`config.mk`:
```
export PLATFORM = sky130hd
export DESIGN_NAME = multichannel_pwm_modulator_flat
export DESIGN_NICKNAME = d
export VERILOG_FILES = /design/src/rtl/multichannel_pwm_modulator_pkg.sv /design/src/rtl/multichannel_pwm_modulator_if.sv /design/src/rtl/multichannel_pwm_modulator_channel.sv /design/src/rtl/multichannel_pwm_modulator.sv /design/src/flat_wrapper.sv
export SDC_FILE = /design/constraint.sdc
export NUM_CORES = 1
export LEC_CHECK = 0
export BUFFER_PORTS_ARGS = -buffer_cell sky130_fd_sc_hd__buf_2
export CAP_MARGIN = 10
export CORE_UTILIZATION = 52
export CTS_CLUSTER_SIZE = 30
export DETAILED_ROUTE_END_ITERATION = 8
export PLACE_DENSITY_LB_ADDON = 0.25
export SLEW_MARGIN = 10
export SYNTH_ARGS = -nofsm -noshare
export SYNTH_HDL_FRONTEND = slang
export SYNTH_SLANG_ARGS = --single-unit
export TNS_END_PERCENT = 50
```
`constraint.sdc`:
```
create_clock -name clk -period 4.32 [get_ports clk]
set_input_delay 0 -clock clk [delete_from_list [all_inputs] [get_ports clk]]
set_output_delay 0 -clock clk [all_outputs]
set_load 0.005 [all_outputs]
```
`src/rtl/multichannel_pwm_modulator_pkg.sv`:
```
// Shared types and sizing for the multichannel PWM modulator.
// Defining PWM_DITHER_EN enables the first-order dithered fractional width.
package pwm_pkg;

   localparam int PWM_BITS     = 11;
   localparam int PWM_CHANNELS = 4;
   localparam int PWM_FRAC     = 4;
   localparam int PW_W         = PWM_BITS + PWM_FRAC;

`ifdef PWM_DITHER_EN
   localparam bit DITHER_EN = 1'b1;
`else
   localparam bit DITHER_EN = 1'b0;
`endif

   typedef enum logic {
      DIR_UP   = 1'b0,
      DIR_DOWN = 1'b1
   } pwm_dir_e;

endpackage

```
`src/rtl/multichannel_pwm_modulator_if.sv`:
```
// Width-load handshake bundle: per-channel widths with valid/ready.
interface multichannel_pwm_modulator_if
   import pwm_pkg::*;
#(
   parameter int BITS     = PWM_BITS,
   parameter int CHANNELS = PWM_CHANNELS,
   parameter int FRAC     = PWM_FRAC
);
   logic [CHANNELS*(BITS+FRAC)-1:0] pw_data;
   logic                            pw_valid;
   logic                            pw_ready;

   modport master (output pw_data, output pw_valid, input  pw_ready);
   modport slave  (input  pw_data, input  pw_valid, output pw_ready);
endinterface

```
`src/rtl/multichannel_pwm_modulator_channel.sv`:
```
// One PWM channel: shadow width, active width, optional dither accumulator
// (PWM_DITHER_EN) and the registered comparator against the shared counter.
module pwm_channel
   import pwm_pkg::*;
#(
   parameter int BITS = PWM_BITS,
   parameter int FRAC = PWM_FRAC,
   parameter int IN_W = BITS + (DITHER_EN ? FRAC : 0)
) (
   input  logic            clk,
   input  logic            reset,
   input  logic            load,
   input  logic            apply,
   input  logic [IN_W-1:0] pw_in,
   input  logic [BITS-1:0] cnt,
   output logic            pwm
);
   logic [IN_W-1:0] shadow_r;
   logic [BITS-1:0] active_r;
   logic [BITS-1:0] next_width_s;
   logic            pwm_r;

`ifdef PWM_DITHER_EN
   logic [FRAC-1:0] acc_r;
   logic [FRAC:0]   acc_sum_s;
   logic [BITS:0]   int_sum_s;

   // Fractional accumulation; the carry bumps the integer width, saturating at all-ones.
   always_comb begin
      acc_sum_s = {1'b0, acc_r} + {1'b0, shadow_r[FRAC-1:0]};
      int_sum_s = {1'b0, shadow_r[IN_W-1:FRAC]} + {{BITS{1'b0}}, acc_sum_s[FRAC]};
      if (int_sum_s[BITS]) begin
         next_width_s = {BITS{1'b1}};
      end else begin
         next_width_s = int_sum_s[BITS-1:0];
      end
   end

   // Accumulator advances at every apply so the dither keeps running without new writes.
   always_ff @(posedge clk) begin
      if (reset) begin
         acc_r <= {FRAC{1'b0}};
      end else if (apply) begin
         acc_r <= acc_sum_s[FRAC-1:0];
      end else begin
         acc_r <= acc_r;
      end
   end
`else
   assign next_width_s = shadow_r;
`endif

   // Shadow load, boundary transfer and registered compare.
   always_ff @(posedge clk) begin
      if (reset) begin
         shadow_r <= {IN_W{1'b0}};
         active_r <= {BITS{1'b0}};
         pwm_r    <= 1'b0;
      end else begin
         if (load) begin
            shadow_r <= pw_in;
         end else begin
            shadow_r <= shadow_r;
         end
         if (apply) begin
            active_r <= next_width_s;
         end else begin
            active_r <= active_r;
         end
         pwm_r <= (cnt < active_r);
      end
   end

   assign pwm = pwm_r;
endmodule

```
`src/rtl/multichannel_pwm_modulator.sv`:
```
// Shared period counter (sawtooth or triangle), boundary detection and width
// handshake driving CHANNELS pwm_channel instances. Dither option: PWM_DITHER_EN.
module multichannel_pwm_modulator
   import pwm_pkg::*;
#(
   parameter int BITS     = PWM_BITS,
   parameter int CHANNELS = PWM_CHANNELS,
   parameter int FRAC     = PWM_FRAC
) (
   input  logic                        clk,
   input  logic                        reset,
   input  logic                        dual_slope_en,
   input  logic [BITS-1:0]             compare_max,
   multichannel_pwm_modulator_if.slave pw_bus,
   output logic                        pulse_done,
   output logic [CHANNELS-1:0]         pwm_out
);
   localparam int CH_W = BITS + FRAC;
   localparam int IN_W = BITS + (DITHER_EN ? FRAC : 0);
   localparam logic [BITS-1:0] CNT_ZERO = {BITS{1'b0}};
   localparam logic [BITS-1:0] CNT_ONE  = {{(BITS-1){1'b0}}, 1'b1};

   pwm_dir_e        dir_r, dir_nxt_s;
   logic [BITS-1:0] cnt_r, cnt_nxt_s;
   logic [BITS-1:0] max_r, max_nxt_s;
   logic            dual_r, dual_nxt_s;
   logic            last_s;
   logic            shadow_full_r;
   logic            accept_s, transfer_s, apply_s;

   // Last-cycle detection and next counter/direction state.
   always_comb begin
      last_s     = 1'b0;
      cnt_nxt_s  = cnt_r + CNT_ONE;
      dir_nxt_s  = dir_r;
      max_nxt_s  = max_r;
      dual_nxt_s = dual_r;
      if (max_r == CNT_ZERO) begin
         last_s = 1'b1;
      end else if (!dual_r || (max_r == CNT_ONE)) begin
         last_s = (cnt_r == max_r);
      end else begin
         last_s = (dir_r == DIR_DOWN) && (cnt_r == CNT_ONE);
      end

      if (last_s) begin
         cnt_nxt_s  = CNT_ZERO;
         dir_nxt_s  = DIR_UP;
         max_nxt_s  = compare_max;
         dual_nxt_s = dual_slope_en;
      end else if (!dual_r) begin
         cnt_nxt_s = cnt_r + CNT_ONE;
      end else begin
         case (dir_r)
            DIR_UP: begin
               if (cnt_r == max_r) begin
                  dir_nxt_s = DIR_DOWN;
                  cnt_nxt_s = cnt_r - CNT_ONE;
               end else begin
                  cnt_nxt_s = cnt_r + CNT_ONE;
               end
            end
            DIR_DOWN: cnt_nxt_s = cnt_r - CNT_ONE;
            default: begin
               cnt_nxt_s = CNT_ZERO;
               dir_nxt_s = DIR_UP;
            end
         endcase
      end
   end

   assign accept_s         = pw_bus.pw_valid & ~shadow_full_r;
   assign transfer_s       = last_s & shadow_full_r;
   assign apply_s          = DITHER_EN ? last_s : transfer_s;
   assign pw_bus.pw_ready  = ~shadow_full_r;

   // Counter state, boundary strobe and shadow occupancy.
   always_ff @(posedge clk) begin
      if (reset) begin
         cnt_r         <= CNT_ZERO;
         dir_r         <= DIR_UP;
         max_r         <= CNT_ZERO;
         dual_r        <= 1'b0;
         shadow_full_r <= 1'b0;
         pulse_done    <= 1'b0;
      end else begin
         cnt_r      <= cnt_nxt_s;
         dir_r      <= dir_nxt_s;
         max_r      <= max_nxt_s;
         dual_r     <= dual_nxt_s;
         pulse_done <= last_s;
         if (transfer_s) begin
            shadow_full_r <= 1'b0;
         end else if (accept_s) begin
            shadow_full_r <= 1'b1;
         end else begin
            shadow_full_r <= shadow_full_r;
         end
      end
   end

   for (genvar i = 0; i < CHANNELS; i++) begin : g_ch
      pwm_channel #(
         .BITS (BITS),
         .FRAC (FRAC),
         .IN_W (IN_W)
      ) u_ch (
         .clk   (clk),
         .reset (reset),
         .load  (accept_s),
         .apply (apply_s),
         .pw_in (pw_bus.pw_data[i*CH_W + (CH_W - IN_W) +: IN_W]),
         .cnt   (cnt_r),
         .pwm   (pwm_out[i])
      );
   end
endmodule

```
`src/flat_wrapper.sv`:
```
// flat-port wrapper written by rule: the top's interface ports become plain ports
module multichannel_pwm_modulator_flat import pwm_pkg::*;
#(
   parameter int BITS     = PWM_BITS,
   parameter int CHANNELS = PWM_CHANNELS,
   parameter int FRAC     = PWM_FRAC
)
  (clk, reset, dual_slope_en, compare_max, pulse_done, pwm_out, pw_bus_pw_data, pw_bus_pw_valid, pw_bus_pw_ready);
  multichannel_pwm_modulator_if #(.BITS(BITS), .CHANNELS(CHANNELS), .FRAC(FRAC)) pw_bus_i ();
  input  logic clk;
  input  logic reset;
  input  logic dual_slope_en;
  input  logic [BITS-1:0] compare_max;
  output logic pulse_done;
  output logic [CHANNELS-1:0] pwm_out;
  input wire logic [$bits(pw_bus_i.pw_data)-1:0] pw_bus_pw_data;
  input wire logic [$bits(pw_bus_i.pw_valid)-1:0] pw_bus_pw_valid;
  output wire logic [$bits(pw_bus_i.pw_ready)-1:0] pw_bus_pw_ready;
  assign pw_bus_i.pw_data = pw_bus_pw_data;
  assign pw_bus_i.pw_valid = pw_bus_pw_valid;
  assign pw_bus_pw_ready = pw_bus_i.pw_ready;
  multichannel_pwm_modulator #(.BITS(BITS), .CHANNELS(CHANNELS), .FRAC(FRAC)) u_core (.clk(clk), .reset(reset), .dual_slope_en(dual_slope_en), .compare_max(compare_max), .pw_bus(pw_bus_i), .pulse_done(pulse_done), .pwm_out(pwm_out));
endmodule
```
==> flow_summary.json, run 1 <==
{
  "hold_path_class": "primary input to flop",
  "area_growth_from_synthesis_to_layout_pct": 28.8,
  "post-route-period-util_pct": 66.8,
  "synth_cells": 618,
  "initial_standard_cell_utilization_of_the_core_pct": 54.0,
  "cts.htree.levels": 4,
  "die_height_um": 106,
  "placement.setup.worst_slack_ns": 1.48,
  "design.final.nets": 855,
  "fillCellCount": 825,
  "i_o_buffers": 64,
  "place_hpwl_um": 7430,
  "max_slew_violation_total_from_the_final_report": 0,
  "tightestPinTransition_ns": 0.975,
  "route.layer.met1.wl_um": 5300,
  "synth.lib_cells_used.distinct": 44,
  "post-synth-top-count-cell": "sky130_fd_sc_hd__dfxtp_1",
  "p_leak_nw": 3.20,
  "yosys_most_used_dff": "sky130_fd_sc_hd__dfxtp_1",
  "status": "complete, no violations",
  "maxSlewHeadroom_pct": 34.8,
  "synthesis.yosys.warnings": 0,
  "clk-insertion-delay-late_ns": 0.51,
  "antenna_cells_inserted": 0,
  "dieWidth_um": 106,
  "post_drt_via_cell_ratio": 5.24,
  "design.portCount": 81,
  "top_layer_used": "met4",
  "holdWs_ns": 0.253,
  "timing.fmax_mhz": 346,
  "yosys_register_bits": 118,
  "synth.top_cell.area_share_pct": 42.2,
  "dpl-instance-area_um2": 5860,
  "timing.max_cap.violations": 0,
  "avgSynthCellArea_um2": 9.06,
  "total_negative_setup_slack_ns": 0,
  "setup_ws_ns": 1.43,
  "area_of_the_placeable_core_um2": 10400,
  "overall_fraction_of_global_route_tracks_in_use_pct": 23.5,
  "antenna_found_initial": 0,
  "postRouteAntennaNets": 0,
  "unrepaired_setup_endpoints_after_global_routing": "no",
  "timing.reg2reg.setup_slack_ns": 1.43,
  "routed_wirelength_um": 12600,
  "postSynthNetCount": 736,
  "grt_pass1_vias": 4686,
  "row_count": 37,
  "fin_worst_skew_ns": 0.00826,
  "synth-async-reset-ratio_pct": 0,
  "wl_per_cell_um": 14.2,
  "drive_gt1_share_pct": 14.4,
  "grt_max_degree": 71,
  "die-area_um2": 11200,
  "critPathMaxStageDelay_ns": 0.68,
  "detailroute.wirelength.met3_um": 541,
  "synth_enable_flop_cells": 0,
  "synth_area_leader_cell": "sky130_fd_sc_hd__dfxtp_1",
  "grt_remaining_overflow": 0,
  "worst_setup_path_end_kind": "flop",
  "route.vias.total": 4640,
  "drt_drc_violations_left": 0,
  "detailedRoute.firstPassIterationCount": 4,
  "cts.sink_count": 118,
  "synth.cell_area_um2": 5600,
  "power_density_nw_per_um2": 617,
  "grt_pass1_wl_um": 20700,
  "dr_wl_met2_um": 6450,
  "cts_made_buffers": 17,
  "tmin_final_ns": 2.89,
  "drt_iter0_markers": 175,
  "final_weighted_congestion_of_routability_driven_global_placement": 0.829,
  "cp_cell_sequence": "or4_1, o31ai_4, o41ai_1, o221ai_4, buf_12, mux2i_1, nor2_1",
  "synth.top_cells.by_count": "sky130_fd_sc_hd__dfxtp_1, sky130_fd_sc_hd__nand2_1, sky130_fd_sc_hd__nor2_1",
  "ctsRootBufferMaster": "sky130_fd_sc_hd__clkbuf_8",
  "kind_of_start_point_of_the_critical_path": "flop",
  "critPathSlowestCell": "sky130_fd_sc_hd__o221ai_4",
  "post_cts.repair.setup_buffers": 0,
  "criticalPathCategory": "flop to flop",
  "max-vdd-ir-drop_v": 0.000376,
  "critical_path_peak_fanout": 29,
  "clk_path_buf_depth": 2,
  "final-hold-violation-count": 0,
  "setup_viol": 0,
  "synth_seq_area_share_pct": 42.2,
  "critPathArrivalTime_ns": 3.25,
  "worst-endpoint-required_ns": 4.68,
  "synth_area_leaders": "sky130_fd_sc_hd__dfxtp_1, sky130_fd_sc_hd__ha_1, sky130_fd_sc_hd__mux2i_1",
  "tritoncts": "built",
  "multiInputGateArea_um2": 2780,
  "final_area_um2": 7210,
  "regArea_um2": 2360,
  "final_core_util_pct": 69.5,
  "clkSlewWorstSetupHoldPaths_ns": 0.06
}
## per-layer routing
metal | vias to the layer above | global-route usage (%)
met1 | 2192 | 25.5
li1 | 2304 | -
met3 | 32 | 5.01
met2 | 112 | 43.1
met4 | 0 | 11.0
met5 | - | 0
## path summary, 6_finish.rpt
path | startpoint | endpoint | depth (start not counted)
worst max-delay path | u_core.max_r[1]$_SDFFE_PP0P_ | u_core.g_ch[2].u_ch.active_r[1]$_SDFFE_PP0P_ | 7
worst min-delay path | compare_max[8] | u_core.max_r[8]$_SDFFE_PP0P_ | 3
worst max register to register | u_core.max_r[1]$_SDFFE_PP0P_ | u_core.g_ch[2].u_ch.active_r[1]$_SDFFE_PP0P_ | 7
worst min register to register | u_core.g_ch[3].u_ch.next_width_s[0]$_SDFFE_PP0P_ | u_core.g_ch[3].u_ch.next_width_s[0]$_SDFFE_PP0P_ | 2
## stage by stage
step / std cells / power, mW
after floorplan: 618 / 2.64
after global placement: 785 / 2.79
after detailed placement: 785 / 2.84
after CTS: 886 / 4.44
after global routing: 886 / 4.68
final: 886 / 4.45
## critical path: cells and delay by family (launching register included)
kind	cells	cell delay, ns
AO/OA/AOI/OAI	3	1.18
AND/OR/NAND/NOR	2	0.68
flip-flops	1	0.33
buffers and inverters	1	0.31
multiplexers	1	0.23
## sequential cells by signal, summed over array words and instances, names as in the netlist
| signal | count |
|---|---|
| u_core.shadow_full_r | 1 |
| u_core.max_r | 11 |
| u_core.pulse_done | 1 |
| u_core.g_ch.u_ch.active_r | 44 |
| u_core.g_ch.u_ch.next_width_s | 44 |
| u_core.g_ch.u_ch.pwm | 4 |
| u_core.dir_r | 1 |
| u_core.cnt_r | 11 |
| u_core.dual_r | 1 |
## logic make-up (layout without fill, tap and decap cells)
kind of cell               count (synthesis)  count (layout)  synth area share, %
buffers and inverters                     86             218                 8.65
and+or+nand+nor                          190             190                 14.3
DFF                                      118             118                 42.2
xor gates and xnor gates                  21              21                 3.29
muxes                                     53              53                 9.48
AOI/OAI and AO/OA                        107             107                 12.4
adders and majority gates                 43              43                 9.61
## placed cells by master (no fill, tap or decap), types with 12 or more instances in the layout
master / instances
sky130_fd_sc_hd__buf_2: 64
sky130_fd_sc_hd__xnor2_1: 17
sky130_fd_sc_hd__ha_1: 43
sky130_fd_sc_hd__nand2_1: 92
sky130_fd_sc_hd__a21oi_1: 49
sky130_fd_sc_hd__dfxtp_1: 118
sky130_fd_sc_hd__a22o_1: 12
sky130_fd_sc_hd__mux2i_1: 53
sky130_fd_sc_hd__clkbuf_16: 16
sky130_fd_sc_hd__dlygate4sd3_1: 69
sky130_fd_sc_hd__a211oi_1: 13
sky130_fd_sc_hd__nor2_1: 66
sky130_fd_sc_hd__inv_1: 49
## where the power goes
part           switching [mW]  internal (mW)  total [mW]
Clock                   0.494           1.04        1.54
Combinational           0.780          0.698        1.48
Sequential              0.175           1.26        1.43
## area by class of cell
cell class | instances | area share (%)
clock buffers | 21 | 6.37
clock inverters | 11 | 2.73
inverters | 49 | 2.55
multi-input cells | 414 | 38.6
flip-flops and latches | 118 | 32.8
well taps | 136 | 2.36
repair buffers | 137 | 14.6
## what timing repair did
| item | in CTS | in global routing |
|---|---|---|
| endpoints found under the hold margin | 68 | 0 |
| gates resized for setup | 0 | 0 |
| hold buffers | 69 | 0 |
Note: power is estimated with default switching activity, not from simulation.
==> inputs of run 2 (changes only) <==
clock period = 2.5 ns   (was 4.32 ns; I/O delays follow)
==> flow_summary.json, run 2 (synthesized netlist as in run 1, its figures left out) <==
{
  "most-common-layout-cells": "sky130_fd_sc_hd__dfxtp_1, sky130_fd_sc_hd__nand2_1, sky130_fd_sc_hd__nor2_1",
  "holdWs_ns": 0.234,
  "met3_usage_pct": 5.01,
  "overall_fraction_of_global_route_tracks_in_use_pct": 23.8,
  "cts.sink_count": 118,
  "grt.met1_usage_pct": 27.5,
  "kind_of_start_point_of_the_critical_path": "flop",
  "max-vdd-ir-drop_v": 0.000701,
  "setup_viol": 0,
  "wl_per_cell_um": 14.1,
  "clk_path_buf_depth": 2,
  "criticalPathCategory": "flop to flop",
  "critical_path_peak_fanout": 12,
  "antenna_cells_inserted": 0,
  "total_power_mw": 7.44,
  "postRouteAntennaNets": 0,
  "grt_remaining_overflow": 0,
  "final_weighted_congestion_of_routability_driven_global_placement": 0.818,
  "worst_setup_path_end_kind": "flop",
  "worst-path-buf-inv": 1,
  "place_hpwl_um": 7840,
  "worst-endpoint-required_ns": 2.89,
  "post_cts.repair.setup_buffers": 0,
  "cts_made_buffers": 17,
  "max_slew_violation_total_from_the_final_report": 0,
  "cp_cell_sequence": "or4_4, o41ai_1, o22a_2, nor2_1, buf_4, a22o_1",
  "status": "complete, no violations",
  "clk-insertion-delay-late_ns": 0.51,
  "grt_pass1_wl_um": 20900,
  "timing.max_cap.violations": 0,
  "dieWidth_um": 106,
  "path_delay_family": "compound AO/OA/AOI/OAI gates",
  "grt_use_met2_pct": 43.0,
  "timing.fmax_mhz": 422,
  "tmin_final_ns": 2.37,
  "cts.htree.levels": 4,
  "fin_worst_skew_ns": 0.00920,
  "tritoncts": "built",
  "hold_path_class": "primary input to flop",
  "routed_wirelength_um": 12600,
  "drt_iter0_markers": 177,
  "die_height_um": 106,
  "grt-busiest-layer": "met2",
  "clkSlewWorstSetupHoldPaths_ns": 0.06,
  "post_drt_via_cell_ratio": 5.17,
  "design.portCount": 81,
  "antenna_found_initial": 0,
  "die-area_um2": 11200,
  "post-route-period-util_pct": 94.8,
  "ctsRootBufferMaster": "sky130_fd_sc_hd__clkbuf_8",
  "tightestPinTransition_ns": 0.639,
  "area_of_the_placeable_core_um2": 10400,
  "design.final.nets": 862,
  "critPathSlowestCell": "sky130_fd_sc_hd__o41ai_1",
  "detailedRoute.firstPassIterationCount": 4,
  "maxSlewHeadroom_pct": 56.8,
  "grt_pass1_vias": 4638,
  "p_leak_nw": 3.19,
  "area_growth_from_synthesis_to_layout_pct": 28.2,
  "final_cell_count_no_fill": 893,
  "power_density_nw_per_um2": 1040,
  "final_core_util_pct": 69.2,
  "critPathArrivalTime_ns": 2.76,
  "i_o_buffers": 64,
  "final-hold-violation-count": 0,
  "unrepaired_setup_endpoints_after_global_routing": "no",
  "drive_gt1_share_pct": 16.6,
  "layout.cells.most_common": "sky130_fd_sc_hd__dfxtp_1",
  "drt_drc_violations_left": 0,
  "dp_cells": 801,
  "route.vias.total": 4618,
  "initial_standard_cell_utilization_of_the_core_pct": 54.0,
  "total_negative_setup_slack_ns": 0,
  "grt_max_degree": 54,
  "critPathMaxStageDelay_ns": 0.61,
  "row_count": 37
}
run 2: worst register-to-register path: cells and delay by family (launching register included):
family / cells / cell delay (ns)
AND/OR/NAND/NOR: 2 / 0.62
flip-flops: 1 / 0.33
buffers and inverters: 1 / 0.17
AO/OA/AOI/OAI: 3 / 1.14
run 2: cell type report:
type	count	area (µm²)
Clock buffer	19	442
Clock inverter	13	146
Fill cell	824	3190
Inverter	49	184
Multi-Input combinational cell	414	2790
Sequential cell	118	2360
Tap cell	136	170
Timing Repair Buffer	144	1080
run 2: metal layers:
layer	routed length, µm	part of all wire [%]	vias up
li1	-	-	2332
met1	5320	42	2195
met2	6710	53	72
met3	334	2.7	19
met4	201	1.6	0
met5	0	0	-
run 2: power by group:
part	total, mW	switching [mW]	leakage (nW)	internal (mW)
sequential	2.41	0.237	0.961	2.18
clock	2.35	0.874	0.285	1.48
combinational	2.68	1.41	1.95	1.27
run 2: repair_timing:
item                                   CTS  global route
setup endpoints to repair                0             3
endpoints found under the hold margin   58             0
hold buffers                            60             0
gates resized for setup                  0             1
run 2: stage by stage:
step                      instance area [µm²]  worst slack [ns]
final                                    7180             0.130
after global routing                     7180            0.0295
after CTS                                7170             0.127
after detailed placement                 5980             0.177
after global placement                   5980             0.240
after floorplan                          5600             0.414
run 2: path summary, 6_finish.rpt:
path	start	to	slack, ns	depth (start not counted)
max	u_core.max_r[7]$_SDFFE_PP0P_	u_core.max_r[3]$_SDFFE_PP0P_	0.13	6
min reg2reg	u_core.g_ch[1].u_ch.next_width_s[6]$_SDFFE_PP0P_	u_core.g_ch[1].u_ch.next_width_s[6]$_SDFFE_PP0P_	0.45	2
min	dual_slope_en	u_core.dual_r$_SDFFE_PP0P_	0.23	3
max reg2reg	u_core.max_r[7]$_SDFFE_PP0P_	u_core.max_r[3]$_SDFFE_PP0P_	0.13	6
